==> src/rtl/multdiv_fast.sv <==
// RV32M multiply/divide unit for the ibex execute stage: single-cycle MUL, two-cycle MULH*,
// and a restoring long divider that borrows the ALU adder and the external imd_val flops.
package ibex_pkg;
   typedef enum logic [1:0] {RV32MNone, RV32MSlow, RV32MFast, RV32MSingleCycle} rv32m_e;
   typedef enum logic [1:0] {MD_OP_MULL, MD_OP_MULH, MD_OP_DIV, MD_OP_REM} md_op_e;
endpackage

// state          | meaning
// MD_IDLE        | waiting for div_en_i; div-by-zero shortcut goes straight to MD_FINISH
// MD_ABS_A       | |op_a| through the adder into numerator
// MD_ABS_B       | |op_b| through the adder into divisor, clear quotient/remainder
// MD_COMP        | 31 shift-subtract steps, counted down by div_counter
// MD_LAST        | final (32nd) shift-subtract step
// MD_CHANGE_SIGN | apply result signs to quotient and remainder
// MD_FINISH      | result valid until the ID stage accepts it
// MULT_IDLE      | MULL answers here; MULH stores its low partial product
// MULT_HIGH      | MULH result valid
module multdiv_fast
   import ibex_pkg::*;
#(
   parameter rv32m_e RV32M = RV32MSingleCycle
) (
   input  logic        clk_i,
   input  logic        rst_i,
   input  logic        mult_en_i,
   input  logic        div_en_i,
   input  logic        mult_sel_i,
   input  logic        div_sel_i,
   input  md_op_e      operator_i,
   input  logic [1:0]  signed_mode_i,
   input  logic [31:0] op_a_i,
   input  logic [31:0] op_b_i,
   input  logic [33:0] alu_adder_ext_i,
   input  logic [31:0] alu_adder_i,
   input  logic        equal_to_zero_i,
   input  logic        data_ind_timing_i,
   output logic [32:0] alu_operand_a_o,
   output logic [32:0] alu_operand_b_o,
   input  logic [33:0] imd_val_q_i [2],
   output logic [33:0] imd_val_d_o [2],
   output logic [1:0]  imd_val_we_o,
   input  logic        multdiv_ready_id_i,
   output logic [31:0] multdiv_result_o,
   output logic        valid_o
);

   typedef enum logic [2:0] {
      MD_IDLE, MD_ABS_A, MD_ABS_B, MD_COMP, MD_LAST, MD_CHANGE_SIGN, MD_FINISH
   } md_fsm_e;

   typedef enum logic {MULT_IDLE, MULT_HIGH} mult_fsm_e;

   // Both accepted flavours share the same two-cycle MULH datapath.
   localparam logic FastMul = (RV32M == RV32MFast) || (RV32M == RV32MSingleCycle);

   md_fsm_e     md_state_q, md_state_d;
   mult_fsm_e   mult_state_q, mult_state_d;
   logic [4:0]  div_counter_q, div_counter_d;
   logic [31:0] numerator_q, numerator_d;
   logic [31:0] divisor_q, divisor_d;

   logic        div_signed, sign_a, sign_b, neg_quot, div_by_zero_fast;
   logic [31:0] quot_q, rem_q;
   logic [32:0] rem_shifted;
   logic        rem_ge_div;
   logic [31:0] rem_next;

   logic [32:0] div_operand_a, div_operand_b;
   logic [33:0] div_imd_d [2];
   logic [1:0]  div_we;
   logic        div_valid;
   logic        mult_we;
   logic        mult_valid;

   logic signed [32:0] a_ext, b_ext;
   logic signed [49:0] a_wide, mulh_lo_prod, mulh_hi_prod, mulh_sum;
   logic [33:0] mulh_partial;
   logic [31:0] mulh_result, mull_result;

   // ---------------------------------------------------------------- multiplier datapath
   assign a_ext        = {signed_mode_i[0] & op_a_i[31], op_a_i};
   assign b_ext        = {signed_mode_i[1] & op_b_i[31], op_b_i};
   assign a_wide       = {{17{a_ext[32]}}, a_ext};
   assign mull_result  = op_a_i * op_b_i;

   // MULH splits b into a 16-bit unsigned low half and a signed 17-bit high half;
   // the low partial product, pre-shifted by 16, waits in imd_val[0] for the second cycle.
   assign mulh_lo_prod = a_wide * $signed({34'b0, b_ext[15:0]});
   assign mulh_partial = mulh_lo_prod[49:16];
   assign mulh_hi_prod = a_wide * $signed({{33{b_ext[32]}}, b_ext[32:16]});
   assign mulh_sum     = mulh_hi_prod + $signed({{16{imd_val_q_i[0][33]}}, imd_val_q_i[0]});
   assign mulh_result  = mulh_sum[47:16];

   // ---------------------------------------------------------------- divider datapath
   assign div_signed       = |signed_mode_i;
   assign sign_a           = div_signed & op_a_i[31];
   assign sign_b           = div_signed & op_b_i[31];
   assign neg_quot         = (sign_a ^ sign_b) & ~equal_to_zero_i;
   assign div_by_zero_fast = equal_to_zero_i & ~data_ind_timing_i;
   assign quot_q           = imd_val_q_i[0][31:0];
   assign rem_q            = imd_val_q_i[1][31:0];

   // The shifted remainder can reach 33 bits for unsigned operands; its top bit alone
   // guarantees rem >= divisor, otherwise the adder carry-out decides.
   assign rem_shifted = {rem_q, numerator_q[31]};
   assign rem_ge_div  = rem_shifted[32] | alu_adder_ext_i[33];
   assign rem_next    = rem_ge_div ? alu_adder_i : rem_shifted[31:0];

   // ---------------------------------------------------------------- state registers
   always_ff @(posedge clk_i) begin
      if (rst_i) begin
         md_state_q    <= MD_IDLE;
         mult_state_q  <= MULT_IDLE;
         div_counter_q <= '0;
         numerator_q   <= '0;
         divisor_q     <= '0;
      end else begin
         md_state_q    <= md_state_d;
         mult_state_q  <= mult_state_d;
         div_counter_q <= div_counter_d;
         numerator_q   <= numerator_d;
         divisor_q     <= divisor_d;
      end
   end

   // ---------------------------------------------------------------- divider next state
   always_comb begin
      md_state_d = md_state_q;
      unique case (md_state_q)
         MD_IDLE: begin
            if (div_en_i) begin
               md_state_d = div_by_zero_fast ? MD_FINISH : MD_ABS_A;
            end
         end
         MD_ABS_A:       md_state_d = MD_ABS_B;
         MD_ABS_B:       md_state_d = MD_COMP;
         MD_COMP: begin
            if (div_counter_q == 5'd0) begin
               md_state_d = MD_LAST;
            end
         end
         MD_LAST:        md_state_d = MD_CHANGE_SIGN;
         MD_CHANGE_SIGN: md_state_d = MD_FINISH;
         MD_FINISH: begin
            if (multdiv_ready_id_i) begin
               md_state_d = MD_IDLE;
            end
         end
         default:        md_state_d = MD_IDLE;
      endcase
      if (!div_en_i) begin
         md_state_d = MD_IDLE;
      end
   end

   always_comb begin
      div_counter_d = div_counter_q;
      numerator_d   = numerator_q;
      divisor_d     = divisor_q;
      unique case (md_state_q)
         MD_ABS_A: numerator_d = sign_a ? alu_adder_i : op_a_i;
         MD_ABS_B: begin
            divisor_d     = sign_b ? alu_adder_i : op_b_i;
            div_counter_d = 5'd30;
         end
         MD_COMP: begin
            numerator_d = {numerator_q[30:0], 1'b0};
            if (div_counter_q != 5'd0) begin
               div_counter_d = div_counter_q - 5'd1;
            end
         end
         MD_LAST:  numerator_d = {numerator_q[30:0], 1'b0};
         default:  ;
      endcase
   end

   // ---------------------------------------------------------------- divider outputs
   always_comb begin
      div_operand_a = '0;
      div_operand_b = '0;
      div_imd_d[0]  = '0;
      div_imd_d[1]  = '0;
      div_we        = 2'b00;
      div_valid     = 1'b0;
      unique case (md_state_q)
         MD_IDLE: begin
            if (div_en_i && div_by_zero_fast) begin
               div_imd_d[0] = {2'b00, 32'hFFFF_FFFF};
               div_imd_d[1] = {2'b00, op_a_i};
               div_we       = 2'b11;
            end
         end
         MD_ABS_A: begin
            div_operand_a = {~op_a_i, 1'b1};
            div_operand_b = {32'b0, 1'b1};
         end
         MD_ABS_B: begin
            div_operand_a = {~op_b_i, 1'b1};
            div_operand_b = {32'b0, 1'b1};
            div_we        = 2'b11;
         end
         MD_COMP, MD_LAST: begin
            div_operand_a = {rem_shifted[31:0], 1'b1};
            div_operand_b = {~divisor_q, 1'b1};
            div_imd_d[0]  = {2'b00, quot_q[30:0], rem_ge_div};
            div_imd_d[1]  = {2'b00, rem_next};
            div_we        = 2'b11;
         end
         MD_CHANGE_SIGN: begin
            div_operand_a = {~quot_q, 1'b1};
            div_operand_b = {32'b0, 1'b1};
            div_imd_d[0]  = {2'b00, neg_quot ? alu_adder_i : quot_q};
            div_imd_d[1]  = {2'b00, sign_a ? (~rem_q + 32'd1) : rem_q};
            div_we        = 2'b11;
         end
         MD_FINISH: div_valid = 1'b1;
         default:   ;
      endcase
   end

   // ---------------------------------------------------------------- multiplier FSM
   always_comb begin
      mult_state_d = mult_state_q;
      unique case (mult_state_q)
         MULT_IDLE: begin
            if (mult_en_i && operator_i == MD_OP_MULH && FastMul) begin
               mult_state_d = MULT_HIGH;
            end
         end
         MULT_HIGH: begin
            if (multdiv_ready_id_i || !mult_en_i) begin
               mult_state_d = MULT_IDLE;
            end
         end
         default: mult_state_d = MULT_IDLE;
      endcase
   end

   always_comb begin
      mult_we    = 1'b0;
      mult_valid = 1'b0;
      unique case (mult_state_q)
         MULT_IDLE: begin
            if (mult_en_i) begin
               if (operator_i == MD_OP_MULH) begin
                  mult_we = 1'b1;
               end else begin
                  mult_valid = 1'b1;
               end
            end
         end
         MULT_HIGH: mult_valid = mult_en_i;
         default:   ;
      endcase
   end

   // ---------------------------------------------------------------- output merge
   always_comb begin
      alu_operand_a_o = '0;
      alu_operand_b_o = '0;
      imd_val_d_o[0]  = '0;
      imd_val_d_o[1]  = '0;
      imd_val_we_o    = 2'b00;
      valid_o         = 1'b0;
      if (!rst_i) begin
         alu_operand_a_o = div_operand_a;
         alu_operand_b_o = div_operand_b;
         imd_val_d_o[0]  = mult_we ? mulh_partial : div_imd_d[0];
         imd_val_d_o[1]  = div_imd_d[1];
         imd_val_we_o    = div_we | {1'b0, mult_we};
         valid_o         = div_valid | mult_valid;
      end
   end

   always_comb begin
      multdiv_result_o = '0;
      if (mult_sel_i) begin
         multdiv_result_o = (operator_i == MD_OP_MULL) ? mull_result : mulh_result;
      end else if (div_sel_i) begin
         multdiv_result_o = (operator_i == MD_OP_DIV) ? quot_q : rem_q;
      end
   end

   logic unused_bits;
   assign unused_bits = ^{alu_adder_ext_i[32:0], imd_val_q_i[1][33:32], mulh_lo_prod[15:0],
                          mulh_sum[49:48], mulh_sum[15:0], FastMul};

endmodule

==> config.mk <==
export PLATFORM = sky130hd
export DESIGN_NAME = multdiv_fast
export DESIGN_NICKNAME = d
export VERILOG_FILES = /design/src/rtl/multdiv_fast.sv
export SDC_FILE = /design/constraint.sdc
export NUM_CORES = 2
export LEC_CHECK = 0
export ABC_AREA = 1
export CAP_MARGIN = 20
export CORE_ASPECT_RATIO = 0.5
export CORE_UTILIZATION = 35
export DETAILED_ROUTE_END_ITERATION = 12
export SYNTH_ARGS = -nofsm -noshare
export SYNTH_HDL_FRONTEND = slang
export SYNTH_SLANG_ARGS = --single-unit
==> constraint.sdc <==
create_clock -name clk_i -period 23.6 [get_ports clk_i]
set_input_delay 4.72 -clock clk_i [delete_from_list [all_inputs] [get_ports clk_i]]
set_output_delay 4.72 -clock clk_i [all_outputs]
set_load 0.03 [all_outputs]
==> results_dict.tcl <==
set metrics [dict create \
    status "completed" \
    port_buffers 342 \
    criticalPathCategory "in -> out" \
    cts_sinks 73 \
    die_w_um 587.4 \
    synth_area_per_cell_um2 7.395 \
    grt_use_total_pct 28.49 \
    cts_buffer_depth 2 \
    hold_path.class "reg -> reg" \
    worstHoldEndpoint "div_counter_q[0]" \
    htree_levels 3 \
    die_y_um 294.7 \
    setup_slack_ns 5.558 \
    crit_fanout 23 \
    r2r-end "numerator_q[17]" \
    grt_max_degree 80 \
    r2r_start "md_state_q[2]" \
    ys.flop_type "dfxtp_1" \
    layout_commonest_cell "inv_1" \
    period_share_pct 76.45 \
    drv_cap 0 \
    multiInputGateArea_um2 47670 \
    rrSetupSlack_ns 20.22 \
    synthArstFlopShare_pct 0 \
    cp.arrival_ns 13.32 \
    nFillCells 17620 \
    yosys_warnings 0 \
    cts_tree "done" \
    start_util_pct 35.58 \
    max_clock_freq_mhz 55.43 \
    ant_nets 0 \
    via_per_inst 5.163 \
    ys_types 56 \
    worst_pin_slew_ns 1.257 \
    num_rows 106 \
    vias 53980 \
    relSlewSlack_pct 15.35 \
    cts_root_buf "clkbuf_16" \
    netlist_instances 8110 \
    synth-edff-count 0 \
    fin_setup_tns_ns 0 \
    hp-start "div_counter_q[0]" \
    fin_area_um2 65530 \
    grt_pass1_wl_um 362500 \
    core_um2 168600 \
    place_congestion 1.026 \
    finalSetupViolations 0 \
    r2r_cells 7 \
    numCtsBuffers 9 \
    cp-startpoint "op_b_i[10]" \
    hold_viol_final 0 \
    utilization_pct 38.87 \
    place_hpwl_um 196600 \
    ctsResizeCount 0 \
    drt_first_iter_violations 5784 \
    synth_seq_cells 73 \
    grt_pass1_vias 55200 \
    hold_path_depth 1 \
    path_clk_slew_ns 0.06 \
    cp.required_ns 18.88 \
    io_pins 380 \
    drc 0 \
    area_delta_synth_final_pct 9.259 \
    syn_area_um2 59970 \
    crit_path_end_kind "output port" \
    skew_ns 0.02121 \
    dpl_cell_area_um2 65200 \
    die_area_um2 173100 \
    rsz0062_at_grt "no" \
    overflow 0 \
    clk_latency_ns 0.39 \
    cts_setup_buffers 0 \
    seqCellArea_um2 1461 \
    layout_common_cells "inv_1, nand2_1, fa_1, nor2_1, ha_1" \
    ctsHoldBuffers 0 \
    firstDrtPassIters 10 \
    ys_seq_area_share_pct 2.437 \
    finalMaxSlewViolations 0 \
    start_kind "input port" \
    drive_above_1_share_pct 2.860 \
    place_ws_ns 5.702 \
    wirelength_um 245500 \
    nets 10120 \
    antenna_found_initial 18 \
    avgRoutedWirePerCell_um 23.48 \
    min_period_ns 18.04 \
]
-- stage by stage --
stage	hold slack (ns)	instances
3_3_place_gp	0.4469	10430
5_1_grt	0.5017	10450
6_report	0.4636	10460
3_5_place_dp	0.4537	10430
2_1_floorplan	0.4264	8111
4_1_cts	0.4633	10450
-- worst max-delay path by stage --
stage	end	slack, ns	cells past startpoint
6_report	multdiv_result_o[25]	5.56	25
5_1_grt	multdiv_result_o[29]	5.38	28
4_1_cts	multdiv_result_o[25]	5.71	27
3_5_place_dp	multdiv_result_o[25]	5.70	27
3_3_place_gp	multdiv_result_o[25]	5.79	27
2_1_floorplan	multdiv_result_o[29]	7.69	29
-- kinds of logic after synthesis --
logic type                 Yosys count  share of synthesized area, %
AOI/OAI and AO/OA                 1003                         9.601
DFF                                 73                         2.437
other                                1                      0.006253
xor gates and xnor gates            60                        0.8762
and+or+nand+nor                   2368                         15.75
adders and majority gates         1726                         53.20
buffers and inverters             2879                         18.13
-- per-layer routing --
| metal | track usage (%) | up-vias | routed length (um) |
|---|---|---|---|
| met4 | 11.89 | 6 | 12560 |
| met3 | 7.316 | 549 | 25830 |
| met1 | 37.76 | 27140 | 99910 |
| met2 | 44.22 | 2582 | 107100 |
| li1 | - | 23710 | - |
| met5 | 0 | - | 38 |
-- synthesized netlist by cell type (all sizes together), types with 32 or more instances --
cell type | n | area (um^2)
o21ai | 344 | 1744
fa | 1373 | 27490
xor2 | 32 | 280.3
a31oi | 81 | 506.7
a21oi | 324 | 1648
a211oi | 40 | 300.3
ha | 353 | 4417
nor3 | 64 | 325.3
inv | 2492 | 9356
dfxtp | 73 | 1461
buf | 53 | 265.3
nand3 | 179 | 908.4
o22ai | 68 | 425.4
clkbuf | 332 | 1246
nor2 | 364 | 1399
o211ai | 55 | 412.9
nand2 | 1701 | 6415
-- worst max-delay path: stages --
cell and delay [ns]:
buf_2 0.57, buf_4 0.47, nand2_1 0.12, inv_1 0.11, fa_1 0.46, fa_1 0.46
fa_1 0.48, inv_1 0.05, fa_1 0.50, inv_1 0.07, fa_1 0.49, fa_1 0.56
fa_1 0.43, fa_1 0.49, ha_1 0.39, a21oi_1 0.21, o21ai_0 0.12, a31oi_1 0.16
nand3_1 0.17, a21o_1 0.21, o21ai_0 0.94, o21ai_0 0.22, nand2_1 0.11, nand2_1 0.10
clkdlybuf4s50_1 0.65
-- final cells by class --
type | count | area share, %
Timing Repair Buffer | 441 | 5.946
Clock buffer | 11 | 0.3704
Antenna cell | 5 | 0.01909
Tap cell | 2268 | 4.331
Inverter | 2494 | 14.29
Multi-Input combinational cell | 5159 | 72.75
Clock inverter | 5 | 0.05728
Sequential cell | 73 | 2.230
-- flip-flops by register name, indices dropped and copies added, names as in the netlist --
register	flops
mult_state_q	1
numerator_q	32
div_counter_q	5
divisor_q	32
md_state_q	3
Power is left out: the tool's default activity adds up to more than one toggle a clock period on the data nets, which glitch-free logic cannot reach.
